### config.mk
export PLATFORM = sky130hd
export DESIGN_NAME = mod_wb_arbiter
export DESIGN_NICKNAME = d
export VERILOG_FILES = /design/src/rtl/mod_wb_arbiter.sv
export SDC_FILE = /design/constraint.sdc
export NUM_CORES = 1
export LEC_CHECK = 0
export ABC_AREA = 0
export CAP_MARGIN = 20
export CORE_ASPECT_RATIO = 1.25
export CORE_UTILIZATION = 38
export DETAILED_ROUTE_END_ITERATION = 10
export PLACE_DENSITY = 0.77
export SLEW_MARGIN = 20
export SYNTH_ARGS = -nofsm -noshare
export SYNTH_HDL_FRONTEND = slang
export SYNTH_SLANG_ARGS = --single-unit
### constraint.sdc
create_clock -name clk_i -period 1.6 [get_ports clk_i]
set_clock_uncertainty 0.2 [all_clocks]
set_input_delay 0.4 -clock clk_i [delete_from_list [all_inputs] [get_ports clk_i]]
set_output_delay 0.4 -clock clk_i [all_outputs]
set_load 0.01 [all_outputs]
### src/rtl/mod_wb_arbiter.sv
// mod_wb_arbiter: instruction/data arbiter onto one Wishbone B4 classic master port with wait-state timeout
module mod_wb_arbiter #(
    parameter int XLEN           = 32,
    parameter int TIMEOUT_CYCLES = 255,
    parameter int MAX_D_STREAK   = 4
) (
    input  logic            clk_i,
    input  logic            rst_i,
    input  logic            i_req_i,
    input  logic [XLEN-1:0] i_adr_i,
    input  logic            i_abort_i,
    output logic [XLEN-1:0] i_dat_o,
    output logic            i_ack_o,
    output logic            i_err_o,
    input  logic            d_req_i,
    input  logic            d_we_i,
    input  logic [XLEN-1:0] d_adr_i,
    input  logic [XLEN-1:0] d_dat_i,
    input  logic [3:0]      d_sel_i,
    output logic [XLEN-1:0] d_dat_o,
    output logic            d_ack_o,
    output logic            d_err_o,
    output logic [XLEN-1:0] wb_adr_o,
    output logic [XLEN-1:0] wb_dat_o,
    output logic [3:0]      wb_sel_o,
    output logic            wb_we_o,
    output logic            wb_stb_o,
    output logic            wb_cyc_o,
    input  logic [XLEN-1:0] wb_dat_i,
    input  logic            wb_ack_i,
    output logic            busy_o
);
    typedef enum logic [1:0] {IDLE, BUS_I, BUS_D, DRAIN} state_t;
    state_t      state_q, state_d;
    logic [3:0]  streak_q;
    logic [15:0] wait_q;
    logic        i_win, gnt_i, gnt_d, tmo, done, i_live;
    assign busy_o = state_q != IDLE;
    // Grant decision, end-of-cycle detection and next state
    always_comb begin
        i_win   = i_req_i && !i_abort_i && (!d_req_i || streak_q == 4'(MAX_D_STREAK));
        gnt_i   = state_q == IDLE && i_win;
        gnt_d   = state_q == IDLE && d_req_i && !i_win;
        tmo     = !wb_ack_i && wait_q == 16'(TIMEOUT_CYCLES - 1);
        done    = state_q != IDLE && (wb_ack_i || tmo);
        i_live  = state_q == BUS_I && !i_abort_i;
        state_d = state_q;
        case (state_q)
            IDLE:    state_d = gnt_i ? BUS_I : gnt_d ? BUS_D : IDLE;
            BUS_I:   state_d = done ? IDLE : i_abort_i ? DRAIN : BUS_I;
            default: state_d = done ? IDLE : state_q;
        endcase
    end
    // State, starvation counter, wait counter and all registered outputs
    always_ff @(posedge clk_i) begin
        if (!rst_i) begin
            state_q  <= IDLE;
            streak_q <= '0;
            wait_q   <= '0;
            i_dat_o  <= '0;
            i_ack_o  <= 1'b0;
            i_err_o  <= 1'b0;
            d_dat_o  <= '0;
            d_ack_o  <= 1'b0;
            d_err_o  <= 1'b0;
            wb_adr_o <= '0;
            wb_dat_o <= '0;
            wb_sel_o <= '0;
            wb_we_o  <= 1'b0;
            wb_stb_o <= 1'b0;
            wb_cyc_o <= 1'b0;
        end else begin
            state_q  <= state_d;
            streak_q <= (!i_req_i || gnt_i) ? '0 :
                        (gnt_d && streak_q < 4'(MAX_D_STREAK)) ? streak_q + 4'd1 : streak_q;
            wait_q   <= (state_q == IDLE || done) ? '0 : wait_q + 16'd1;
            i_ack_o  <= i_live && wb_ack_i;
            i_err_o  <= i_live && tmo;
            d_ack_o  <= state_q == BUS_D && wb_ack_i;
            d_err_o  <= state_q == BUS_D && tmo;
            if (i_live && wb_ack_i)
                i_dat_o <= wb_dat_i;
            if (state_q == BUS_D && wb_ack_i)
                d_dat_o <= wb_dat_i;
            if (gnt_i || gnt_d) begin
                wb_adr_o <= gnt_i ? i_adr_i : d_adr_i;
                wb_dat_o <= gnt_i ? '0 : d_dat_i;
                wb_sel_o <= gnt_i ? 4'hF : d_sel_i;
                wb_we_o  <= gnt_d && d_we_i;
                wb_cyc_o <= 1'b1;
                wb_stb_o <= 1'b1;
            end else if (done) begin
                wb_cyc_o <= 1'b0;
                wb_stb_o <= 1'b0;
            end
        end
    end
endmodule

==> impl_metrics.ini <==
[run_status]
status = finished with violations
violations = setup timing

[min_path]
hold-path-cell-count = 3
worstHoldPathType = input pin to flip-flop

[global_routing]
pin_count_of_the_biggest_net_entering_global_routing = 68
vias_in_the_first_global_route = 6247
antenna_found_initial = 0
grt_pass1_wl_um = 31040
groute.usage.overall_pct = 23.43
grt.overflow.total = 0

[clock_tree]
postCtsHoldBufs = 0
tritoncts_num_sinks = 160
tritoncts = yes
clock_tree.buffer_depth = 2
ctsRootBufferMaster = sky130_fd_sc_hd__clkbuf_16
clkLatencyLatePin_ps = 420
cts-htree-levels = 4
cts_inserted_buffers = 17
path_clk_slew_ps = 60

[setup_path]
worst_ep_arrival_time_ps = 1960
critical_path.slowest_cell = sky130_fd_sc_hd__dfxtp_2
cp-end-kind = flip-flop
critPathKind = flip-flop to flip-flop
crit_path_max_incr_delay_ps = 330
critical_path_peak_fanout = 9
timing.critical_path.cells = inv_2 -> ha_4 -> and3b_2 -> a211oi_4 -> buf_6 -> clkbuf_16 -> a22oi_1 -> nor2b_1
cp_data_required_time_ps = 1750
ff2ff_path_depth = 8
reg2reg_setup_slack_ps = -200
startpoint_kind_of_the_worst_setup_timing_path = flip-flop

[floorplan]
rows = 52
core_area_um2 = 16140
top_level_ports = 279
initial_util_pct = 38.74
die_x_um = 116.7
die_y_um = 145.4
design.die.area_um2 = 16970

[timing]
totalNegativeSetupSlack_ps = -11710
hold_violations = 0
rsz0062_at_grt = true
timing.slew.headroom_pct = 77.52
slew_limit_fails = 0
tightest_slew_ps = 334.1
final_cycle_utilization_of_the_critical_path_pct = 112.8
final_critical_path_setup_slack_ps = -205.0
fin_crit_ps = 1805
setup_viol = 115
max_freq_mhz = 554.0

[detailed_routing]
detailroute.wirelength.met2_um = 10870
post_route_met1_wirelength_um = 7906
met3WireLength_um = 1776
initialDrtViolationCount = 355
dr_vias = 6296
routed_wl_um = 21010
detail_route.wl_per_cell_um = 16.54
detail-route-antenna-nets = 0
via_per_inst = 4.957
drt_first_pass_iters = 5
drt_drc_violations_left = 0
highest-signal-layer = met4

[synth]
yosys_register_bits = 160
syn-instance-count = 719
synth_async_sr_flop_share_pct = 0
synth_top_area_cell = sky130_fd_sc_hd__dfxtp_1
synth_top_cell_area_share_pct = 51.24
yosys_warnings = 0
yosys-top-cells-area = sky130_fd_sc_hd__dfxtp_1 (51%), sky130_fd_sc_hd__nand2_1 (10%), sky130_fd_sc_hd__a21boi_0 (7.0%)
netlist_area_um2 = 6251
flip_flop_cell_with_the_highest_count_after_synthesis = sky130_fd_sc_hd__dfxtp_1
seq_area_frac_synth_pct = 51.24
synthDistinctLibCells = 41
synth-edff-count = 0
synth.net_count = 862
syn_avg_cell_area_um2 = 8.694

[finish]
areaGrowthSynthToFinish_pct = 67.63
layout_commonest_cell = sky130_fd_sc_hd__nand2_1
antenna_cells_inserted = 0
final_nets = 1184
drive_above_1_share_pct = 38.33
commonest_cells_after_routing_fill_and_taps_aside = sky130_fd_sc_hd__nand2_1 (152), sky130_fd_sc_hd__clkdlybuf4s50_1 (136), sky130_fd_sc_hd__buf_2 (109)
finalInstanceArea_um2 = 10480

[placed_design]
dpl.hpwl_um = 13510
postPlaceCellArea_um2 = 9721
port-buffer-count = 278
place_congestion = 0.8043

[job]
cap_viol_max_count = 0

[power]
vdd_drop_max_mv = 0.6044
power.leakage_uw = 0.004326
power.density_nw_per_um2 = 943.7
-- cell usage after synthesis, drive strengths merged, types with 2 or more instances --
cell type,n
nand3,6
a21boi,64
xnor2,14
nor4,3
buf,21
nand4,3
a21oi,71
ha,4
inv,13
and2,2
o21ai,40
nor4b,3
nor2,26
nand4b,2
clkbuf,32
nand2,166
nor2b,35
and3b,2
a22oi,33
nor3b,2
o21a,2
dfxtp,160
nor3,5
-- flip-flops by register name (all words and copies together) (netlist names) --
register,count
i_ack_o,1
wait_q,16
d_ack_o,1
d_err_o,1
wb_sel_o,4
wb_we_o,1
state_q,2
wb_stb_o,1
i_err_o,1
i_dat_o,32
streak_q,4
d_dat_o,32
wb_adr_o,32
wb_dat_o,32
-- final cells by class --
type                       count  area, um^2
fill                        1383        5657
timing repair buffer         356        3128
clock buffer                  18       429.2
inverter                      13       48.80
multi-input combinational    493        3198
clock inverter                14       131.4
tap                          216       270.3
sequential                   160        3273
-- through the flow --
stage	power, uW	hold slack, ps	setup WS (ps)	util (%)	std cells
final	9889	115.1	-205.0	64.94	1270
after floorplan	5003	217.2	-131.9	-	719
after global placement	5978	240.3	-650.7	60.24	1216
after detailed placement	5998	244.1	-735.4	60.24	1216
after CTS	9806	89.98	-212.6	63.57	1255
after global routing	10320	116.0	-284.9	64.94	1270
-- power by group --
part / internal, uW / total (uW) / switching, uW
Sequential: 4200 / 4310 / 112
Combinational: 913 / 1710 / 795
Clock: 2160 / 3870 / 1710
Total: 7270 / 9890 / 2620
-- worst max-delay path, delay by kind of cell, from the launching register on --
family | cells | cell delay [ps]
fa+ha+maj | 1 | 140
buf+inv | 3 | 400
compound gates | 2 | 320
flops | 1 | 330
simple gates | 2 | 350
-- kinds of logic (layout without fill, tap and decap cells) --
logic type / Yosys count / count (layout) / synth area share, %
AOI/OAI and AO/OA: 212 / 212 / 21.12
xor gates and xnor gates: 15 / 15 / 2.102
adders and majority gates: 4 / 4 / 0.8007
buffers and inverters: 66 / 401 / 4.744
DFF: 160 / 160 / 51.24
muxes: 1 / 1 / 0.1601
and+or+nand+nor: 261 / 261 / 19.84
-- final timing paths --
path,startpoint,endpoint
worst min-delay path,rst_i,state_q[0]
worst max register to register,streak_q[0],wb_dat_o[10]
worst max-delay path,streak_q[0],wb_dat_o[10]
worst min register to register,d_dat_o[10],d_dat_o[10]
-- timing repair --
action | in CTS | in global routing
endpoints found under the setup margin | 277 | 240
resized for setup | 504 | 221
cloned | 2 | 11
pin swaps | 4 | 27
setup buffers | 5 | 5
-- routing by layer --
metal  GRT usage (%)  vias up
li1                -     3070
met1           25.38     2943
met2           41.12      252
met3           8.705       31
met4           8.165        0
met5               0        -
Note: power is estimated with default switching activity, not from simulation.
==> variant 1, RTL diff (same flow settings) <==
The parameter `XLEN` goes from 32 to 40.
--- a/src/rtl/mod_wb_arbiter.sv
+++ b/src/rtl/mod_wb_arbiter.sv
@@ -2,3 +2,3 @@
 module mod_wb_arbiter #(
-    parameter int XLEN           = 32,
+    parameter int XLEN           = 40,
     parameter int TIMEOUT_CYCLES = 255,
Interface: changed (8 resized); port bits go from 279 to 343. No check against the original RTL was run, so the function may have changed too.
==> variant 1 against the original RTL <==
The run still ends with setup timing left. Wire length rose by 27%. Synthesized area rose by 13%. Sequential cell count up 32. Setup slack worse by 0.15 ns. Worst hold slack improved by 0.077 ns. Largest power group unchanged. Synthesized cell count grew 6.1%. Final area rose by 24%. Total power up 16%. Global-route usage is 1.1 points higher. First-iteration DRC count increased by 10%.
==> variant 1: results (changes against the original RTL) <==
* 5.56 nW — P_leak, was 4.33 nW
* met5 — uppermost routed layer, was met4
* 0.00832 W — Pint, was 0.00727 W
* 2.13 ns — Worst EP arrival, was 1.96 ns
* 26.7% — global routing met1 resource utilization, was 25.4%
* sky130_fd_sc_hd__a2111o_1 — slowest CP cell, was sky130_fd_sc_hd__dfxtp_2
* -36.77 ns — aggregate negative setup slack, was -11.71 ns
* 83 — largest net degree at the start of global routing, was 68
* 1970 um — routed wl met3, was 1780 um
* 7,009 — via count of the first global-routing pass, was 6,247
* 54.3% — register area share after synthesis, was 51.2%
* 36,100 um — first-pass GRT wire length, was 31,000 um
* 5.18 — Vias per Instance, was 4.96
* 7,323 — detailed-route via count, was 6,296
* finished with violations — result of the run, unchanged
* setup timing — violated checks, unchanged
* 43.5% — met2 track utilization from global routing, was 41.1%
* 0.192 ns — final hold slack, was 0.115 ns
* 26,600 um — Routed WL, was 21,000 um
* 189 — setup violators final, was 115
* 9750 um — M1 WL, was 7910 um
* 15,600 um — Post-DP HPWL, was 13,500 um
* 43 — unique cell type count in the Yosys netlist, was 41
* sky130_fd_sc_hd__dfxtp_1, sky130_fd_sc_hd__nand2_1, sky130_fd_sc_hd__a21oi_1 — main area contributors after synthesis, was sky130_fd_sc_hd__dfxtp_1, sky130_fd_sc_hd__nand2_1, sky130_fd_sc_hd__a21boi_0
* 720 uV — worst IR drop on VDD, was 604 uV
* -0.359 ns — PnR worst setup slack, was -0.205 ns
* 342 — number of I/O port buffers, was 278
* 1,350 — net total in the final layout, was 1,184
* 13,700 um — detailed route wirelength on metal2, was 10,900 um
* 391 — number of design-rule violations left by the first detailed-router iteration, was 355
* 6.60% — met3 usage in global routing, was 8.70%
-- variant 1: power by group through the flow --
stage / sequential (W) / combinational, W / clock (W)
final: 0.00517 / 0.00212 / 0.00415
after global routing: 0.00519 / 0.00225 / 0.00441
after CTS: 0.00516 / 0.00187 / 0.00421
after detailed placement: 0.00525 / 0.00183 / 0
after global placement: 0.00526 / 0.00180 / 0
after floorplan: 0.00534 / 0.000577 / 0
-- variant 1: layout make-up --
| class | count | area, um^2 |
|---|---|---|
| multi-input cells | 503 | 3990 |
| fillers | 1335 | 5200 |
| repair buffers | 451 | 4130 |
| clock buffers | 19 | 453 |
| clock inverters | 12 | 120 |
| well taps | 228 | 285 |
| flip-flops and latches | 192 | 3950 |
| inverters | 10 | 40.0 |
-- variant 1: what timing repair did --
item,in CTS,in global routing
pin swaps,33,124
buffers inserted,21,12
cloned,10,14
endpoints found under the setup margin,325,259
gates resized for setup,748,349
==> variant 2, RTL diff (same flow settings) <==
Without the edit above. Reset style: asynchronous (`rst_i`), changed in one clocked block.
--- a/src/rtl/mod_wb_arbiter.sv
+++ b/src/rtl/mod_wb_arbiter.sv
@@ -54,3 +54,3 @@
     // State, starvation counter, wait counter and all registered outputs
-    always_ff @(posedge clk_i) begin
+    always_ff @(posedge clk_i or negedge rst_i) begin
         if (!rst_i) begin
Formal check against the unedited RTL: differs if rst_i is asserted again (counterexample within 4 cycles, from zero or initial values and one cycle with rst_i low); with rst_i held inactive, the same outputs for 10 cycles.
==> variant 2 against the original RTL <==
The flow still finishes with violations (setup timing). Fmax down 18%. Synthesized area up 3.8%. Final area up 8.5%. Sequential cell count stayed put. Synthesized cell count shrank 21%. Setup slack worse by 0.39 ns. Wire length is 1.4% lower. Count of clock-buffer cells in the layout is 1 higher. Critical path type unchanged. Critical endpoint is now wait_q[15].
Power is not compared: it rests on default switching activity, and its combinational part moved more than twofold at a synthesized area within 25%.
==> variant 2: results (changes against the original RTL) <==
* 4 — Clock H-tree levels, unchanged
* sky130_fd_sc_hd__clkbuf_16 — Clock Tree Root, unchanged
* 7 — detailed-routing iteration count for the pre-antenna-repair pass, was 5
* sky130_fd_sc_hd__dfrtp_1, sky130_fd_sc_hd__nand2_1, sky130_fd_sc_hd__mux2_2 — main area contributors after synthesis, was sky130_fd_sc_hd__dfxtp_1, sky130_fd_sc_hd__nand2_1, sky130_fd_sc_hd__a21boi_0
* 100% — asr flop ratio synth, was 0%
* 6,160 — via count of the first global-routing pass, was 6,247
* 5.50 nW — P_leak
* 128 — setup violators final, was 115
* 40 — unique cell type count in the Yosys netlist, was 41
* 0.00507 W — switching component of the power
* 20,700 um — Routed WL, was 21,000 um
* 36 — largest net degree at the start of global routing, was 68
* 244 — number of design-rule violations left by the first detailed-router iteration, was 355
* 1 — number of antenna violations at the first check in global routing, was 0
* 61.7% — register area share after synthesis, was 51.2%
* 10,200 um^2 — cell area reported after detailed placement, was 9720 um^2
* 0.817 — Placer Congestion, was 0.804
* 4.87 — Vias per Instance, was 4.96
* sky130_fd_sc_hd__dfrtp_1, sky130_fd_sc_hd__nand2_1, sky130_fd_sc_hd__a22o_1 — commonest cells in the netlist, was sky130_fd_sc_hd__nand2_1, sky130_fd_sc_hd__dfxtp_1, sky130_fd_sc_hd__a21oi_1
* 1,096 — placed insts, was 1,216
* 43.7% — share of post-route cells with drive strength above 1, was 38.3%
* 13,000 um — Post-DP HPWL, was 13,500 um
* setup timing — violated checks, unchanged
* 24.0% — total global routing track utilization, was 23.4%
* 278 — number of I/O port buffers, unchanged
* 0.58 ns — delay of the slowest cell on the worst path, was 0.33 ns
* 16 — largest fanout on the critical path, was 9
* 1,232 — fill cell count, was 1,383
* 17 — Num CTS Buffers, unchanged
* 0 — Yosys warning count, unchanged
* finished with violations — result of the run, unchanged
* 711 — Post-Synthesis Net Count, was 862
* 568 — synthesized instance count, was 719
* 0.426 ns — Least-Margin Pin Slew, was 0.334 ns
* in2async — Hold Path Class, was in2reg
* 732 uV — worst IR drop on VDD
* 32,600 um — first-pass GRT wire length, was 31,000 um
* -0.851 ns — worst slack, placed, was -0.735 ns
* sky130_fd_sc_hd__or4_4 — slowest CP cell, was sky130_fd_sc_hd__dfxtp_2
* 0.06 ns — clock-pin slew reported for the worst setup and hold paths after clock tree synthesis, about the same
* simple AND/OR/NAND/NOR gates — family with the most delay on the worst path, was buffers and inverters
* 0.42 ns — Clock Latency Late Sink, about the same
* -0.597 ns — PnR worst setup slack, was -0.205 ns
* 2 — Max Buffers Root-to-Sink, unchanged
* -39.72 ns — aggregate negative setup slack, was -11.71 ns
* 1,202 — Non-Filler Instances, was 1,270
## variant 2: changes by cell type in the layout (fill, tap and decap cells not counted), moves of 28 or more
cell                       unedited run  this run
sky130_fd_sc_hd__nor2b_1             34         3
sky130_fd_sc_hd__buf_4               49        79
sky130_fd_sc_hd__nand2_1            152       108
sky130_fd_sc_hd__dfrtp_1              0       159
sky130_fd_sc_hd__o21ai_0             38         1
sky130_fd_sc_hd__dfxtp_1            106         0
sky130_fd_sc_hd__dfxtp_2             53         0
sky130_fd_sc_hd__a22o_1               0        33
sky130_fd_sc_hd__a21boi_1            41         0
sky130_fd_sc_hd__buf_2              109       137
sky130_fd_sc_hd__a21oi_1             53         1
sky130_fd_sc_hd__mux2_4               0        32
sky130_fd_sc_hd__mux2i_1              1        31
## variant 2: power groups by stage
stage	sequential, W	combinational (W)	clock [W]
after floorplan	0.00661	0.00172	0
after detailed placement	0.00607	0.00595	0
after global routing	0.00612	0.00617	0.00426
after CTS	0.00595	0.00550	0.00407
final	0.00597	0.00577	0.00398
after global placement	0.00604	0.00582	0
## variant 2: final cells by class
type	count	area (um^2)	area share (%)
Clock inverter	13	125	1.10
Tap cell	220	275	2.42
Antenna cell	1	2.50	0.0220
Inverter	12	47.5	0.418
Timing Repair Buffer	407	3620	31.9
Sequential cell	160	4010	35.2
Clock buffer	19	453	3.98
Multi-Input combinational cell	370	2840	25.0
## variant 2: worst paths after layout
path	startpoint	cells after the start	end	slack, ns
setup / recovery	wait_q[13]	5	wait_q[15]	-0.60
hold / removal	rst_i	2	wb_dat_o[0]	0.23
setup reg to reg	wait_q[13]	5	wait_q[15]	-0.60
hold reg to reg	d_dat_o[13]	2	d_dat_o[13]	0.27
max in group asynchronous	rst_i	3	state_q[1]	0.46
min in group clk_i	d_dat_o[13]	2	d_dat_o[13]	0.27
## variant 2: kinds of logic after synthesis
logic type | Yosys count | synth area share [%]
AOI/OAI and AO/OA | 79 | 8.51
xor gates and xnor gates | 14 | 1.89
adders and majority gates | 4 | 0.772
buffers and inverters | 42 | 2.72
DFF | 160 | 61.7
muxes | 64 | 10.5
and+or+nand+nor | 205 | 13.9
## variant 2: what timing repair did
action / 4_1_cts / 5_1_grt
endpoints found under the setup margin: 279 / 164
hold buffers: 1 / 0
gates cloned: 12 / 5
buffers inserted: 47 / 15
gates resized for setup: 617 / 85
pin swaps: 10 / 14
endpoints found under the hold margin: 150 / 0
## variant 2: routing by layer
metal	GRT usage (%)	vias up	wire (um)
li1	-	2744	-
met1	27.8	2863	8110
met2	43.0	201	11000
met3	4.26	41	920
met4	11.1	0	640
met5	0	-	0
